### src/rtl/ucsbece154b_victim_pkg.sv
`default_nettype none
// ============================================================================
// Module : ucsbece154b_victim_pkg
// Brief  : Shared FSM state encoding and default widths for the victim ctrl.
// Rev    : 1.0
// ============================================================================
package ucsbece154b_victim_pkg;

    localparam int unsigned c_DEF_ADDR_WIDTH = 56;
    localparam int unsigned c_DEF_LINE_WIDTH = 128;
    localparam int unsigned c_DEF_CNT_WIDTH  = 32;

    typedef enum logic [2:0] {
        ST_IDLE    = 3'd0,
        ST_PROBE   = 3'd1,
        ST_MEMREQ  = 3'd2,
        ST_MEMWAIT = 3'd3,
        ST_RESP    = 3'd4,
        ST_FLUSH   = 3'd5
    } state_e;

endpackage
`default_nettype wire

### src/rtl/ucsbece154b_sat_counter.sv
`default_nettype none
// ============================================================================
// Module : ucsbece154b_sat_counter
// Brief  : Up-counter that sticks at all-ones instead of wrapping.
// Rev    : 1.0
// ============================================================================
module ucsbece154b_sat_counter #(
    parameter int unsigned WIDTH = 32
) (
    input  logic             clk_i,
    input  logic             rst_ni,
    input  logic             inc_i,
    output logic [WIDTH-1:0] cnt_o
);

    logic [WIDTH-1:0] r_cnt;

    always_ff @(posedge clk_i or negedge rst_ni) begin
        if (!rst_ni) begin
            r_cnt <= '0;
        end else if (inc_i && (r_cnt != '1)) begin
            r_cnt <= r_cnt + 1'b1;
        end
    end

    assign cnt_o = r_cnt;

endmodule
`default_nettype wire

### src/rtl/ucsbece154b_victim_ctrl.sv
`default_nettype none
// ============================================================================
// Module : ucsbece154b_victim_ctrl
// Brief  : L1 miss controller: probes an external victim cache, falls back
//          to memory, and services deferred victim-cache flushes.
// Rev    : 1.0
// ============================================================================
module ucsbece154b_victim_ctrl
    import ucsbece154b_victim_pkg::*;
#(
    parameter int unsigned ADDR_WIDTH = c_DEF_ADDR_WIDTH,
    parameter int unsigned LINE_WIDTH = c_DEF_LINE_WIDTH,
    parameter int unsigned CNT_WIDTH  = c_DEF_CNT_WIDTH
) (
    input  logic                  clk_i,
    input  logic                  rst_ni,
    input  logic                  miss_valid_i,
    output logic                  miss_ready_o,
    input  logic [ADDR_WIDTH-1:0] miss_addr_i,
    input  logic                  evict_valid_i,
    input  logic [ADDR_WIDTH-1:0] evict_addr_i,
    input  logic [LINE_WIDTH-1:0] evict_data_i,
    output logic                  resp_valid_o,
    output logic [LINE_WIDTH-1:0] resp_data_o,
    output logic                  resp_vc_hit_o,
    input  logic                  flush_i,
    output logic                  vc_en_o,
    output logic                  vc_flush_o,
    output logic [ADDR_WIDTH-1:0] vc_raddr_o,
    input  logic [LINE_WIDTH-1:0] vc_rdata_i,
    input  logic                  vc_hit_i,
    output logic                  vc_we_o,
    output logic [ADDR_WIDTH-1:0] vc_waddr_o,
    output logic [LINE_WIDTH-1:0] vc_wdata_o,
    output logic                  mem_req_valid_o,
    input  logic                  mem_req_ready_i,
    output logic [ADDR_WIDTH-1:0] mem_req_addr_o,
    input  logic                  mem_resp_valid_i,
    input  logic [LINE_WIDTH-1:0] mem_resp_data_i,
    output logic [CNT_WIDTH-1:0]  hit_cnt_o,
    output logic [CNT_WIDTH-1:0]  miss_cnt_o
);

    state_e                r_state;
    state_e                w_state_nxt;
    logic                  r_flush_pending;
    logic [ADDR_WIDTH-1:0] r_miss_addr;
    logic                  r_evict_valid;
    logic [ADDR_WIDTH-1:0] r_evict_addr;
    logic [LINE_WIDTH-1:0] r_evict_data;
    logic [LINE_WIDTH-1:0] r_line;
    logic                  r_vc_hit;
    logic                  w_ready;
    logic                  w_accept;
    logic                  w_hit_inc;
    logic                  w_miss_inc;

    // A same-cycle flush_i also blocks acceptance so flush wins over a miss.
    assign w_ready    = rst_ni && (r_state == ST_IDLE) && !r_flush_pending && !flush_i;
    assign w_accept   = miss_valid_i && w_ready;
    assign w_hit_inc  = (r_state == ST_PROBE) && vc_hit_i;
    assign w_miss_inc = (r_state == ST_PROBE) && !vc_hit_i;

    assign miss_ready_o = w_ready;
    assign vc_en_o      = rst_ni;

    always_ff @(posedge clk_i or negedge rst_ni) begin
        if (!rst_ni) begin
            r_state <= ST_IDLE;
        end else begin
            r_state <= w_state_nxt;
        end
    end

    always_comb begin
        w_state_nxt     = r_state;
        vc_raddr_o      = '0;
        vc_we_o         = 1'b0;
        vc_waddr_o      = '0;
        vc_wdata_o      = '0;
        vc_flush_o      = 1'b0;
        mem_req_valid_o = 1'b0;
        mem_req_addr_o  = '0;
        resp_valid_o    = 1'b0;
        resp_data_o     = '0;
        resp_vc_hit_o   = 1'b0;
        case (r_state)
            ST_IDLE: begin
                if (r_flush_pending) begin
                    w_state_nxt = ST_FLUSH;
                end else if (w_accept) begin
                    w_state_nxt = ST_PROBE;
                end
            end
            ST_PROBE: begin
                vc_raddr_o  = r_miss_addr;
                vc_we_o     = r_evict_valid;
                vc_waddr_o  = r_evict_addr;
                vc_wdata_o  = r_evict_data;
                w_state_nxt = vc_hit_i ? ST_RESP : ST_MEMREQ;
            end
            ST_MEMREQ: begin
                mem_req_valid_o = 1'b1;
                mem_req_addr_o  = r_miss_addr;
                if (mem_req_ready_i) begin
                    w_state_nxt = ST_MEMWAIT;
                end
            end
            ST_MEMWAIT: begin
                if (mem_resp_valid_i) begin
                    w_state_nxt = ST_RESP;
                end
            end
            ST_RESP: begin
                resp_valid_o  = 1'b1;
                resp_data_o   = r_line;
                resp_vc_hit_o = r_vc_hit;
                w_state_nxt   = ST_IDLE;
            end
            ST_FLUSH: begin
                vc_flush_o  = 1'b1;
                w_state_nxt = ST_IDLE;
            end
            default: begin
                w_state_nxt = ST_IDLE;
            end
        endcase
    end

    // A flush arriving during FLUSH re-arms rather than being lost.
    always_ff @(posedge clk_i or negedge rst_ni) begin
        if (!rst_ni) begin
            r_flush_pending <= 1'b0;
        end else begin
            r_flush_pending <= (r_flush_pending && (r_state != ST_FLUSH)) || flush_i;
        end
    end

    always_ff @(posedge clk_i or negedge rst_ni) begin
        if (!rst_ni) begin
            r_miss_addr   <= '0;
            r_evict_valid <= 1'b0;
            r_evict_addr  <= '0;
            r_evict_data  <= '0;
        end else if ((r_state == ST_IDLE) && !r_flush_pending && w_accept) begin
            r_miss_addr   <= miss_addr_i;
            r_evict_valid <= evict_valid_i;
            r_evict_addr  <= evict_addr_i;
            r_evict_data  <= evict_data_i;
        end
    end

    always_ff @(posedge clk_i or negedge rst_ni) begin
        if (!rst_ni) begin
            r_line   <= '0;
            r_vc_hit <= 1'b0;
        end else if (r_state == ST_PROBE) begin
            r_vc_hit <= vc_hit_i;
            if (vc_hit_i) begin
                r_line <= vc_rdata_i;
            end
        end else if ((r_state == ST_MEMWAIT) && mem_resp_valid_i) begin
            r_line <= mem_resp_data_i;
        end
    end

    ucsbece154b_sat_counter #(
        .WIDTH (CNT_WIDTH)
    ) u_hit_cnt (
        .clk_i  (clk_i),
        .rst_ni (rst_ni),
        .inc_i  (w_hit_inc),
        .cnt_o  (hit_cnt_o)
    );

    ucsbece154b_sat_counter #(
        .WIDTH (CNT_WIDTH)
    ) u_miss_cnt (
        .clk_i  (clk_i),
        .rst_ni (rst_ni),
        .inc_i  (w_miss_inc),
        .cnt_o  (miss_cnt_o)
    );

endmodule
`default_nettype wire

### config.mk
export PLATFORM = sky130hd
export DESIGN_NAME = ucsbece154b_victim_ctrl
export DESIGN_NICKNAME = d
export VERILOG_FILES = /design/src/rtl/ucsbece154b_victim_pkg.sv /design/src/rtl/ucsbece154b_sat_counter.sv /design/src/rtl/ucsbece154b_victim_ctrl.sv
export SDC_FILE = /design/constraint.sdc
export NUM_CORES = 1
export LEC_CHECK = 0
export CAP_MARGIN = 10
export CORE_AREA = 2 2 392 394
export DETAILED_ROUTE_END_ITERATION = 12
export DIE_AREA = 0 0 394 396
export PLACE_DENSITY_LB_ADDON = 0.05
export SETUP_SLACK_MARGIN = 0.02
export SLEW_MARGIN = 20
export SYNTH_ARGS = -nofsm -noshare
export SYNTH_HDL_FRONTEND = slang
export SYNTH_HIERARCHICAL = 1
export SYNTH_SLANG_ARGS = --single-unit
export TNS_END_PERCENT = 5
### constraint.sdc
create_clock -name clk_i -period 5.15 [get_ports clk_i]
set_input_delay 1.03 -clock clk_i [delete_from_list [all_inputs] [get_ports clk_i]]
set_output_delay 1.03 -clock clk_i [all_outputs]
set_load 0.05 [all_outputs]
==> reports/results.tsv <==
stage	metric	value	unit
timing	setup_viol	0	
die	initial_core_util	13.8	%
worst_setup_path	endpoint_kind	primary output	
clock_tree	clkTransAtPathRegs	0.06	ns
die	floorplan.core_area	0.152	sq mm
clock_tree	clockBufferDepth	3	
die	fp.dieH	396	um
power_and_ir_drop	ir_drop	0.000322	V
clock_tree	post_cts_resized	0	
yosys	synth_edf_count	0	
clock_tree	cts_hold_buf	0	
yosys	synthSimpleGateAreaFrac	17.9	%
finish	synthToLayoutAreaGrowth	69.2	%
timing	hold_ws	0.312	ns
status	status	completed	
worst_setup_path	cp_num_buf_inv	2	
worst_setup_path	cp.arrival	3.58	ns
yosys	yosysWarnings	6	
power_and_ir_drop	power_density	556	mW/mm^2
worst_setup_path	critPathSlowestCell	clkdlybuf4s50_1	
yosys	syn-cell-area	0.0209	sq mm
die	num_rows	143	
worst_setup_path	setup.worst_path.class	reg2out	
global_route	first_global_vias	19700	
routing	postRouteAntennaNets	0	
die	die_w	394	um
timing	relSlewSlack	26.4	%
finish	nets	3234	
finish	layout_commonest_cell	clkdlybuf4s50_1	
global_route	grt_max_degree	139	
clock_tree	cts_root_buffer	clkbuf_16	
timing	finalSetupTns	0	ns
clock_tree	cts_tree	done	
finish	fin_util	23.3	%
yosys	syn_area_per_cell	11.8	sq um
placed_design	hpwl	90200	um
timing	min_period_over_period	89.5	%
finish	final_cell_mix	clkdlybuf4s50_1, dfrtp_1, and2_1, mux2_1	
yosys	ys_ff_latch	438	
yosys	synth_adder_area_share	0.120	%
flow_run	drv_cap	0	
routing	wire_per_inst	24.6	um
timing	clock_skew	0.0325	ns
yosys	synth.distinct_cells	47	
yosys	async_flop_share	100	%
worst_setup_path	r2r_slack	1.83	ns
routing	via_per_inst	3.74	
worst_setup_path	required	4.12	ns
timing	tightest_slew	1.10	ns
die	io_pins	999	
worst_setup_path	rr_endpoint	u_hit_cnt/cnt_o[29]	
yosys	synth_xor_area_share	2.44	%
clock_tree	postCtsSetupRepairBufs	0	
power_and_ir_drop	fin_total_pwr	19.6	mW
worst_setup_path	worst_path_largest_cell_delay	0.87	ns
global_route	grt_pass1_wl	164000	um
clock_tree	cts.sinks	438	
placed_design	place.gp.congestion	0.800	
global_route	grt_overflow_total	0	
global_route	track_usage	14.9	%
worst_setup_path	crit_fanout	130	
routing	wirelength	119000	um
routing	drt_iter0_markers	636	
worst_setup_path	path_delay_family	buffers and inverters	
placed_design	placed_area	0.0331	sq mm
timing	fin_crit	4.61	ns
power_and_ir_drop	power.leakage	14.2	nW
routing	drcViolationCount	0	
die	die_area	0.156	sq mm
placed_design	io_buffers	998	
clock_tree	cts_made_buffers	67	
timing	hold_viol_final	0	
yosys	synthMuxAreaShare	13.2	%
worst_setup_path	cp-start-kind	flip-flop	
timing	fmax	217	MHz
timing	rsz0062_at_grt	false	
timing	maxSlewViolCount	0	
yosys	synth_nets	2267	
min_path	hold_path_class	in2async	
finish	layout-drive-gt1-share	7.83	%
routing	first_pass_iters	6	
yosys	syn_inst	1761	
clock_tree	htreeDepth	3	
global_route	antenna_found_initial	48	
routing	vias	18100	
yosys	synth_top_family_by_area	simple AND/OR/NAND/NOR gates	
yosys	ys.flop_type	dfrtp_1	
clock_tree	clk_latency	0.65	ns
finish	final_area	0.0353	sq mm
worst_setup_path	crit_chain	nor3b_2, buf_6, and2_1, clkdlybuf4s50_1	
yosys	ys_seq_area_share	52.5	%
yosys	synth-compound-area-share	9.98	%
worst_setup_path	rr_worst_depth	8	
worst_setup_path	reg2reg_from	r_state[1]	
==> power breakdown <==
group	total [mW]	leakage, nW	internal [mW]	switching (mW)
Combinational	9.10	7.64	3.45	5.66
Clock	4.55	1.05	2.71	1.84
Sequential	5.97	5.55	4.94	1.03
==> cell usage after synthesis (7+ instances only) <==
cell type,instances,area [sq um]
mux2_1,192,2160
a2bb2oi_1,128,1120
clkbuf_1,87,327
mux2_2,53,597
nor2_1,20,75.1
xnor2_1,48,420
buf_2,14,70.1
buf_6,12,135
nand3_1,30,150
nand4_1,30,188
and4_1,8,70.1
dfrtp_1,438,11000
nand2_1,35,131
and2_1,427,2670
buf_8,10,150
xor2_1,10,87.6
nor2b_1,7,43.8
o22ai_1,128,801
==> stage by stage <==
| step | setup WS (ns) | instances |
|---|---|---|
| detailed placement | 1.04 | 4687 |
| CTS | 0.263 | 4801 |
| floorplan | 1.89 | 1761 |
| global placement | 0.910 | 4687 |
| global route | 0.279 | 4822 |
| finish | 0.541 | 4834 |
==> cells by family (layout without fill, tap and decap cells) <==
kind of cell             count (synthesis)  after routing
AND/OR/NAND/NOR                        603            603
flip-flops                             438            438
AO/OA/AOI/OAI                          275            275
multiplexers                           245            245
buffers and inverters                  140           1152
XOR/XNOR                                58             58
adder cells (fa/ha/maj)                  2              2
other                                    0             31
==> worst max-delay path by stage <==
stage                          start  slack, ns  cells after the start         endpoint
after floorplan           r_state[0]       1.89                      3     miss_ready_o
after global placement    r_state[2]       0.91                      4    resp_vc_hit_o
after detailed placement  r_state[1]       1.04                      5  vc_wdata_o[115]
after CTS                 r_state[1]       0.26                      5  vc_wdata_o[115]
after global routing      r_state[2]       0.28                      4    resp_vc_hit_o
final                     r_state[2]       0.54                      4    resp_vc_hit_o
==> flip-flops by register name, summed over array words and instances (netlist names) <==
| name | flops |
|---|---|
| r_vc_hit | 1 |
| r_evict_valid | 1 |
| r_line | 128 |
| r_evict_data | 128 |
| r_state | 3 |
| u_hit_cnt/cnt_o | 32 |
| r_evict_addr | 56 |
| r_flush_pending | 1 |
| u_miss_cnt/cnt_o | 32 |
| r_miss_addr | 56 |
==> worst register-to-register path, stage by stage, from the launching register on <==
cell     delay (ns)
dfrtp_1        0.54
nor3b_4        0.52
buf_4          0.22
and2_1         0.53
and3_1         0.30
nor2b_1        0.55
nand4_1        0.19
nor4_2         0.20
xor2_1         0.16
==> area by class of cell <==
class                      count  area (sq um)
tap                         2030          2540
inverter                       4          15.0
clock buffer                 100          1980
antenna                       31          77.6
clock inverter                14           140
multi-input combinational   1183          9160
sequential                   438         11000
fill                       16300        116000
timing repair buffer        1034         10400
==> metal layers <==
layer  vias to the layer above  GRT usage [%]  wire [um]
met4                        14           5.44       3550
met5                         -              0         80
met2                       639           26.3      61400
met3                       155           5.46       9010
met1                      9074           16.1      44900
li1                       8200              -          -
Note: power is estimated with default switching activity, not from simulation.
